## src/rtl/shreg_pkg.sv

```systemverilog
// rtl/shreg_pkg.sv - shared MODE encodings, cell select codes and counter width helper
package shreg_pkg;

    localparam logic [2:0] MODE_HOLD = 3'b000;
    localparam logic [2:0] MODE_LOAD = 3'b001;
    localparam logic [2:0] MODE_SHL  = 3'b010;
    localparam logic [2:0] MODE_SHR  = 3'b011;
    localparam logic [2:0] MODE_ROL  = 3'b100;
    localparam logic [2:0] MODE_ROR  = 3'b101;
    localparam logic [2:0] MODE_CLR  = 3'b110;

    // Per-cell next-state source; decoded once in the top and shared by all cells.
    typedef enum logic [2:0] {
        CSEL_HOLD = 3'd0,
        CSEL_LOAD = 3'd1,
        CSEL_LO   = 3'd2,   // take the lower neighbour (left shift / rotate)
        CSEL_HI   = 3'd3,   // take the upper neighbour (right shift / rotate)
        CSEL_ZERO = 3'd4
    } csel_e;

    // CNT must hold values 0..width inclusive.
    function automatic int cnt_width(input int width);
        return $clog2(width + 1);
    endfunction

endpackage

```

## src/rtl/shreg_cell.sv

```systemverilog
// rtl/shreg_cell.sv - one storage bit of the universal shift register
//   ck  : clock, active edge chosen by CK_NEG
//   rn  : asynchronous active-low reset, loads RST_BIT
//   sel : next-state source
//   d   : parallel load bit
//   lo  : bit from the lower neighbour (or SIL / rotate feedback at bit 0)
//   hi  : bit from the upper neighbour (or SIR / rotate feedback at the MSB)
//   q   : stored bit
module shreg_cell
    import shreg_pkg::*;
#(
    parameter bit CK_NEG  = 1'b1,
    parameter bit RST_BIT = 1'b0
) (
    input  logic  ck,
    input  logic  rn,
    input  csel_e sel,
    input  logic  d,
    input  logic  lo,
    input  logic  hi,
    output logic  q
);

    logic nxt;
    logic ck_act;

    // Inverting the clock lets one posedge flop serve both edge polarities.
    assign ck_act = ck ^ CK_NEG;

    always_comb begin
        nxt = q;
        case (sel)
            CSEL_HOLD: nxt = q;
            CSEL_LOAD: nxt = d;
            CSEL_LO:   nxt = lo;
            CSEL_HI:   nxt = hi;
            CSEL_ZERO: nxt = 1'b0;
            default:   nxt = q;
        endcase
    end

    always_ff @(posedge ck_act or negedge rn) begin
        if (!rn) begin
            q <= RST_BIT;
        end else begin
            q <= nxt;
        end
    end

endmodule

```

## src/rtl/shreg_univ.sv

```systemverilog
// rtl/shreg_univ.sv - universal shift register with shift counter and DONE flag
//   CK    : clock, falling edge active when CK_NEG=1, rising when 0
//   RN    : asynchronous active-low reset (Q=RESET_VAL, CNT=0, DONE=0)
//   MODE  : HOLD/LOAD/SHL/SHR/ROL/ROR/CLR, 111 acts as HOLD
//   EN    : operation enable, 0 forces hold
//   D     : parallel load data
//   SIL   : serial input at bit 0 on SHL
//   SIR   : serial input at the MSB on SHR
//   Q     : register contents
//   SOL   : Q MSB
//   SOR   : Q LSB
//   CNT   : shifts since last load/clear, saturating at WIDTH
//   DONE  : CNT == WIDTH
module shreg_univ
    import shreg_pkg::*;
#(
    parameter int               WIDTH     = 8,
    parameter logic [WIDTH-1:0] RESET_VAL = '0,
    parameter bit               CK_NEG    = 1'b1,
    localparam int              CW        = cnt_width(WIDTH)
) (
    input  logic             CK,
    input  logic             RN,
    input  logic [2:0]       MODE,
    input  logic             EN,
    input  logic [WIDTH-1:0] D,
    input  logic             SIL,
    input  logic             SIR,
    output logic [WIDTH-1:0] Q,
    output logic             SOL,
    output logic             SOR,
    output logic [CW-1:0]    CNT,
    output logic             DONE
);

    localparam logic [CW-1:0] CNT_MAX = CW'(WIDTH);

    csel_e            sel;
    logic             is_shift;
    logic             lo_edge;
    logic             hi_edge;
    logic [WIDTH-1:0] lo_vec;
    logic [WIDTH-1:0] hi_vec;
    logic             ck_act;

    assign ck_act = CK ^ CK_NEG;

    always_comb begin
        sel      = CSEL_HOLD;
        is_shift = 1'b0;
        if (EN) begin
            case (MODE)
                MODE_LOAD: sel = CSEL_LOAD;
                MODE_SHL,
                MODE_ROL: begin
                    sel      = CSEL_LO;
                    is_shift = 1'b1;
                end
                MODE_SHR,
                MODE_ROR: begin
                    sel      = CSEL_HI;
                    is_shift = 1'b1;
                end
                MODE_CLR:  sel = CSEL_ZERO;
                default:   sel = CSEL_HOLD;
            endcase
        end
    end

    // Only the end bits differ between shift and rotate: they take the
    // serial input or the bit wrapping round from the opposite end.
    assign lo_edge = (MODE == MODE_ROL) ? Q[WIDTH-1] : SIL;
    assign hi_edge = (MODE == MODE_ROR) ? Q[0]       : SIR;
    assign lo_vec  = {Q[WIDTH-2:0], lo_edge};
    assign hi_vec  = {hi_edge, Q[WIDTH-1:1]};

    for (genvar i = 0; i < WIDTH; i++) begin : g_bit
        shreg_cell #(
            .CK_NEG  (CK_NEG),
            .RST_BIT (RESET_VAL[i])
        ) u_cell (
            .ck  (CK),
            .rn  (RN),
            .sel (sel),
            .d   (D[i]),
            .lo  (lo_vec[i]),
            .hi  (hi_vec[i]),
            .q   (Q[i])
        );
    end

    assign SOL = Q[WIDTH-1];
    assign SOR = Q[0];

    // DONE is set on the same edge that takes CNT to WIDTH; once saturated
    // both stay put while data keeps moving.
    always_ff @(posedge ck_act or negedge RN) begin
        if (!RN) begin
            CNT  <= '0;
            DONE <= 1'b0;
        end else if (sel == CSEL_LOAD || sel == CSEL_ZERO) begin
            CNT  <= '0;
            DONE <= 1'b0;
        end else if (is_shift && CNT != CNT_MAX) begin
            CNT  <= CNT + 1'b1;
            DONE <= (CNT == CNT_MAX - 1'b1);
        end
    end

endmodule
```

## config.mk

```make
export PLATFORM = sky130hd
export DESIGN_NAME = shreg_univ
export DESIGN_NICKNAME = d
export VERILOG_FILES = /design/src/rtl/shreg_pkg.sv /design/src/rtl/shreg_cell.sv /design/src/rtl/shreg_univ.sv
export SDC_FILE = /design/constraint.sdc
export NUM_CORES = 1
export LEC_CHECK = 0
export CORE_MARGIN = 2
export CORE_UTILIZATION = 41
export CTS_CLUSTER_SIZE = 10
export DETAILED_ROUTE_END_ITERATION = 16
export MAX_ROUTING_LAYER = met4
export PLACE_DENSITY = 0.77
export SLEW_MARGIN = 20
export SYNTH_ARGS = -nofsm -noshare
export SYNTH_HDL_FRONTEND = slang
export SYNTH_SLANG_ARGS = --single-unit
```

## constraint.sdc

```tcl
create_clock -name CK -period 1.3 [get_ports CK]
set_input_delay 0.26 -clock CK [delete_from_list [all_inputs] [get_ports CK]]
set_output_delay 0.26 -clock CK [all_outputs]
set_load 0.03 [all_outputs]
```

[Word-level counts from Yosys, hierarchy flattened]
Cells that the tools add are included.
Widths: inputs -> output; s select.
Cells by class
  reduce and logical (&&, ||, !) cells: 7
  equality and inequality tests: 12
  add/subtract/negate cells: 1
  multiplexer cells: 18
Operator list (number)
  $pmux 1 s4: 8
  $eq 3x2->1 const B: 4
  $eq 3x3->1 const B: 4
  $pmux 3 s4: 1
  $mux 4: 2
  $eq 3x1->1 const B: 2
  $mux 1: 6
  $add 4x1->4 const B: 1
  $eq 4x3->1 const B: 1
  $ne 4x4->1 const B: 1
  $reduce_bool 4->1: 1
  $reduce_or 2->1: 2
  $reduce_or 4->1: 1
  $mux 3: 1
  $reduce_bool 2->1: 1
  $logic_and 1x1->1: 1
  $logic_or 1x1->1: 1
Word-level totals
  bits of input ports: 16
  flip-flop bits (word level): 13

[Depth between registers and ports, before layout]
  depth after elaboration: 7
  depth in mapped cells: 6

[By module]
Synthesis repeated with hierarchy kept, for this count alone.
Unflattened totals
  cells, all modules: 108
  area total of the unflattened synthesis: 1017.2 sq um
Modules (own cells, without submodules)
  shreg_cell: cells each 8, times used 8, sequential area each 25.0 sq um, area an instance 76.3 sq um
  shreg_univ: cells each 44, times used 1, sequential area each 125.1 sq um, area an instance 406.6 sq um

==> metrics list <==
- The flow ran to the end, but the final reports show violations.
* Violated checks: negative setup slack
- The clock reaches the later pin of the worst-skew pair after 0.29 ns.
- The finished cells cover 1847 um2.
- In this run the cell area of the synthesized design comes to 1008 um2.
- Total routing resource utilization after global routing: 27.63%
* Net count after synthesis: 136
- Clock root cell: sky130_fd_sc_hd__clkbuf_4
- Initial antenna violation count: 0
- On the worst path, the slowest cell contributes a delay of 0.44 ns.
- Counting the fill cells in the layout gives 128.
- Entering global routing, the biggest net connects 14 pins.
* Setup TNS: -11.44 ns
- The worst setup path is launched from a flop.
- Measured along the x axis, the die boundary spans 53.60 um.
- Max-slew headroom at the worst pin: between 80% and 90%
- Timing analysis after detailed placement gives a worst setup slack of -1.296 ns.
* Vias in the first global route: 1171
- Remaining design rule violation count: 0
* Proportion of layout cells with a drive suffix above 1: approximately 56%
- On the critical path, the stage with the largest delay is an instance of sky130_fd_sc_hd__dfrtn_1.
- After detailed routing, the average wire length per cell comes to 18.07 um.
* Layout overhead on the synthesized area: 83.13%
- Hold_buf cts: 0
* Total instance count after detailed placement: between 150 and 200
* Final-report hold violation count: 0
* H-tree levels: 1
* Min-Delay Path Class: flop to flop
- Total power for the finished layout comes to roughly 2 mW.
- The number of antenna diodes in the final layout is 0.
* CTS sink count: 13
- Number of max-cap violations: 0
* Power density of the placed cells: 1080 nW/um2
* Final setup viols: 28
- The worst setup path is of the flop to output port kind.
- Num CTS Buffers: 3
- In this run the vertical extent of the chip is 53.60 um.
* Setup skew after layout: around 0.0014 ns
* Number of distinct standard cells referenced by the synthesized netlist: 33
* Number of slew-limit violations in the final report: 0
* Final HPWL from detailed placement: 2.005 mm
- Leading cell types in the layout, fill and taps excluded: sky130_fd_sc_hd__buf_4 (35), sky130_fd_sc_hd__buf_6 (19), sky130_fd_sc_hd__nand2_1 (16)
- STA classifies the critical path endpoint as an output port.
- For the pin with the worst max-slew slack, the measured transition is 0.2597 ns.
- Clock transition at the registers of the reported paths: 0.06 ns
* Setup ws final: -0.5209 ns
- Initial core utilization: 44.31%
- Count of buffers inserted at the top-level ports: 30
* Top Family by Delay on Critical Path: flip-flops
* Post-synthesis instance total: 118
- Final GP Congestion: 0.8838
- The clock passes through at most 2 buffers.
- Summing all placed instances gives a cell area of 1441 um2.
- Leakage power: 0.8235 nW
- Wire length reported by the detailed router: 3.758 mm
- RSZ-0062 raised after global routing: true
- Count of buffering cells on the critical path with inverters included: 1
- Sum of overflow across all layers after global routing: 0
* Drt first-iter violations: 26
- Number of warnings issued by yosys: 0
* Arrival time of the worst setup path: between 1.5 and 2 ns
- Once detail routing completed, the nets flagged for antenna violations numbered 0.
* Count of pins on the block boundary: 31
- Floorplan core area: 2276 um2
- Total number of vias: 1183
- After floorplanning, the core was divided into 17 placement rows.
- The first global-routing pass estimated 5.478 mm of wire.
- Of the synthesized area, sequential elements account for 32.26%.
- NumNets Final: 199
- Total Die Area: 2872 um2
- Number of vias per cell: 5.688
- Synthesis inferred 13 register bits.
- STA puts the critical path data required time at ~1.0 ns.
* Mean instance size in the synthesized netlist: 8.546 um2
* TritonCTS clock tree: yes
- Leading cell type in the layout, fill and taps excluded: sky130_fd_sc_hd__buf_4
* Crit-path max FO: 3
- Drt first pass iters: 4
- Final Instance Count excl. Fillers: 208
- Worst ir drop on vdd: 1.150 mV
- Walking the worst path, the cells encountered are buf_4.
[per-stage QoR]
| step | hold slack [ns] | utilization, % |
|---|---|---|
| after floorplan | 0.4677 | - |
| after global placement | 0.4797 | 63.33 |
| after detailed placement | 0.5002 | 63.33 |
| after CTS | 0.5227 | 76.64 |
| after global routing | 0.5594 | 81.14 |
| final | 0.5258 | 81.14 |
[registers in the layout (all words and copies together), names as in the netlist]
signal          flops
g_bit.u_cell.q      8
CNT                 4
DONE                1
[power breakdown]
part	switching (mW)	internal, mW	total (mW)
Clock	0.153	0.120	0.272
Combinational	0.584	0.588	1.17
Sequential	0.0591	0.491	0.550
Total	0.796	1.20	1.99
[timing repair]
| item | in CTS | in global routing |
|---|---|---|
| gates cloned | 2 | 0 |
| resized for setup | 86 | 18 |
| pin swaps | 20 | 13 |
| setup buffers | 10 | 6 |
| setup endpoints to repair | 28 | 28 |
[final timing paths]
| path | start | end | slack, ns | depth (start not counted) |
|---|---|---|---|---|
| hold / removal | DONE | DONE | 0.53 | 2 |
| max in group asynchronous | RN | g_bit[0].u_cell.q | 0.32 | 2 |
| setup reg to reg | CNT[0] | CNT[0] | -0.40 | 8 |
| hold reg to reg | DONE | DONE | 0.53 | 2 |
| setup / recovery | g_bit[7].u_cell.q | Q[7] | -0.52 | 1 |
| min in group asynchronous | RN | CNT[1] | 0.83 | 2 |
[area by class of cell]
class,count,area [um2],area share (%)
repair buffers,71,701.9,38.01
clock buffers,4,26.28,1.423
well taps,28,35.03,1.897
multi-input cells,87,735.7,39.84
inverters,5,22.52,1.220
flip-flops and latches,13,325.3,17.62
[Yosys cell counts (all sizes together)]
cell	instances	area share, %
o221a	1	2.0
nor3b	3	3.2
a211oi	3	2.7
xor2	1	0.87
and2	1	0.62
nand3b	2	1.5
dfrtn	13	32
o21ai	23	11
or3	1	0.62
nand2	16	6.0
a21boi	6	4.5
ha	2	2.5
mux2	1	1.1
a31o	1	0.87
and2b	1	0.99
inv	5	1.9
a22o	2	1.7
buf	12	8.2
and3	2	1.2
o211ai	1	0.74
nand3	2	0.99
nor2b	1	0.62
o21a	2	1.5
and3b	1	0.87
clkbuf	2	0.74
o2111a	6	6.7
nor2	5	1.9
a21oi	1	0.87
mux2i	1	0.99
[cells by family after synthesis]
logic type | after synthesis | share of synthesized area (%)
AO/OA/AOI/OAI | 46 | 33.00
XOR/XNOR | 1 | 0.8686
adder cells (fa/ha/maj) | 2 | 2.481
buffers and inverters | 19 | 10.79
flip-flops | 13 | 32.26
multiplexers | 2 | 2.109
AND/OR/NAND/NOR | 35 | 18.49
[metal layers]
metal  up-vias  GRT usage, %  part of all wire, %
met5         -             -                    0
met3        17         5.556                  4.7
met2        45         45.27                   51
met1       573         32.40                   41
li1        548             -                    -
met4         0         13.25                  3.6
Power figures use the tool's default switching activity.
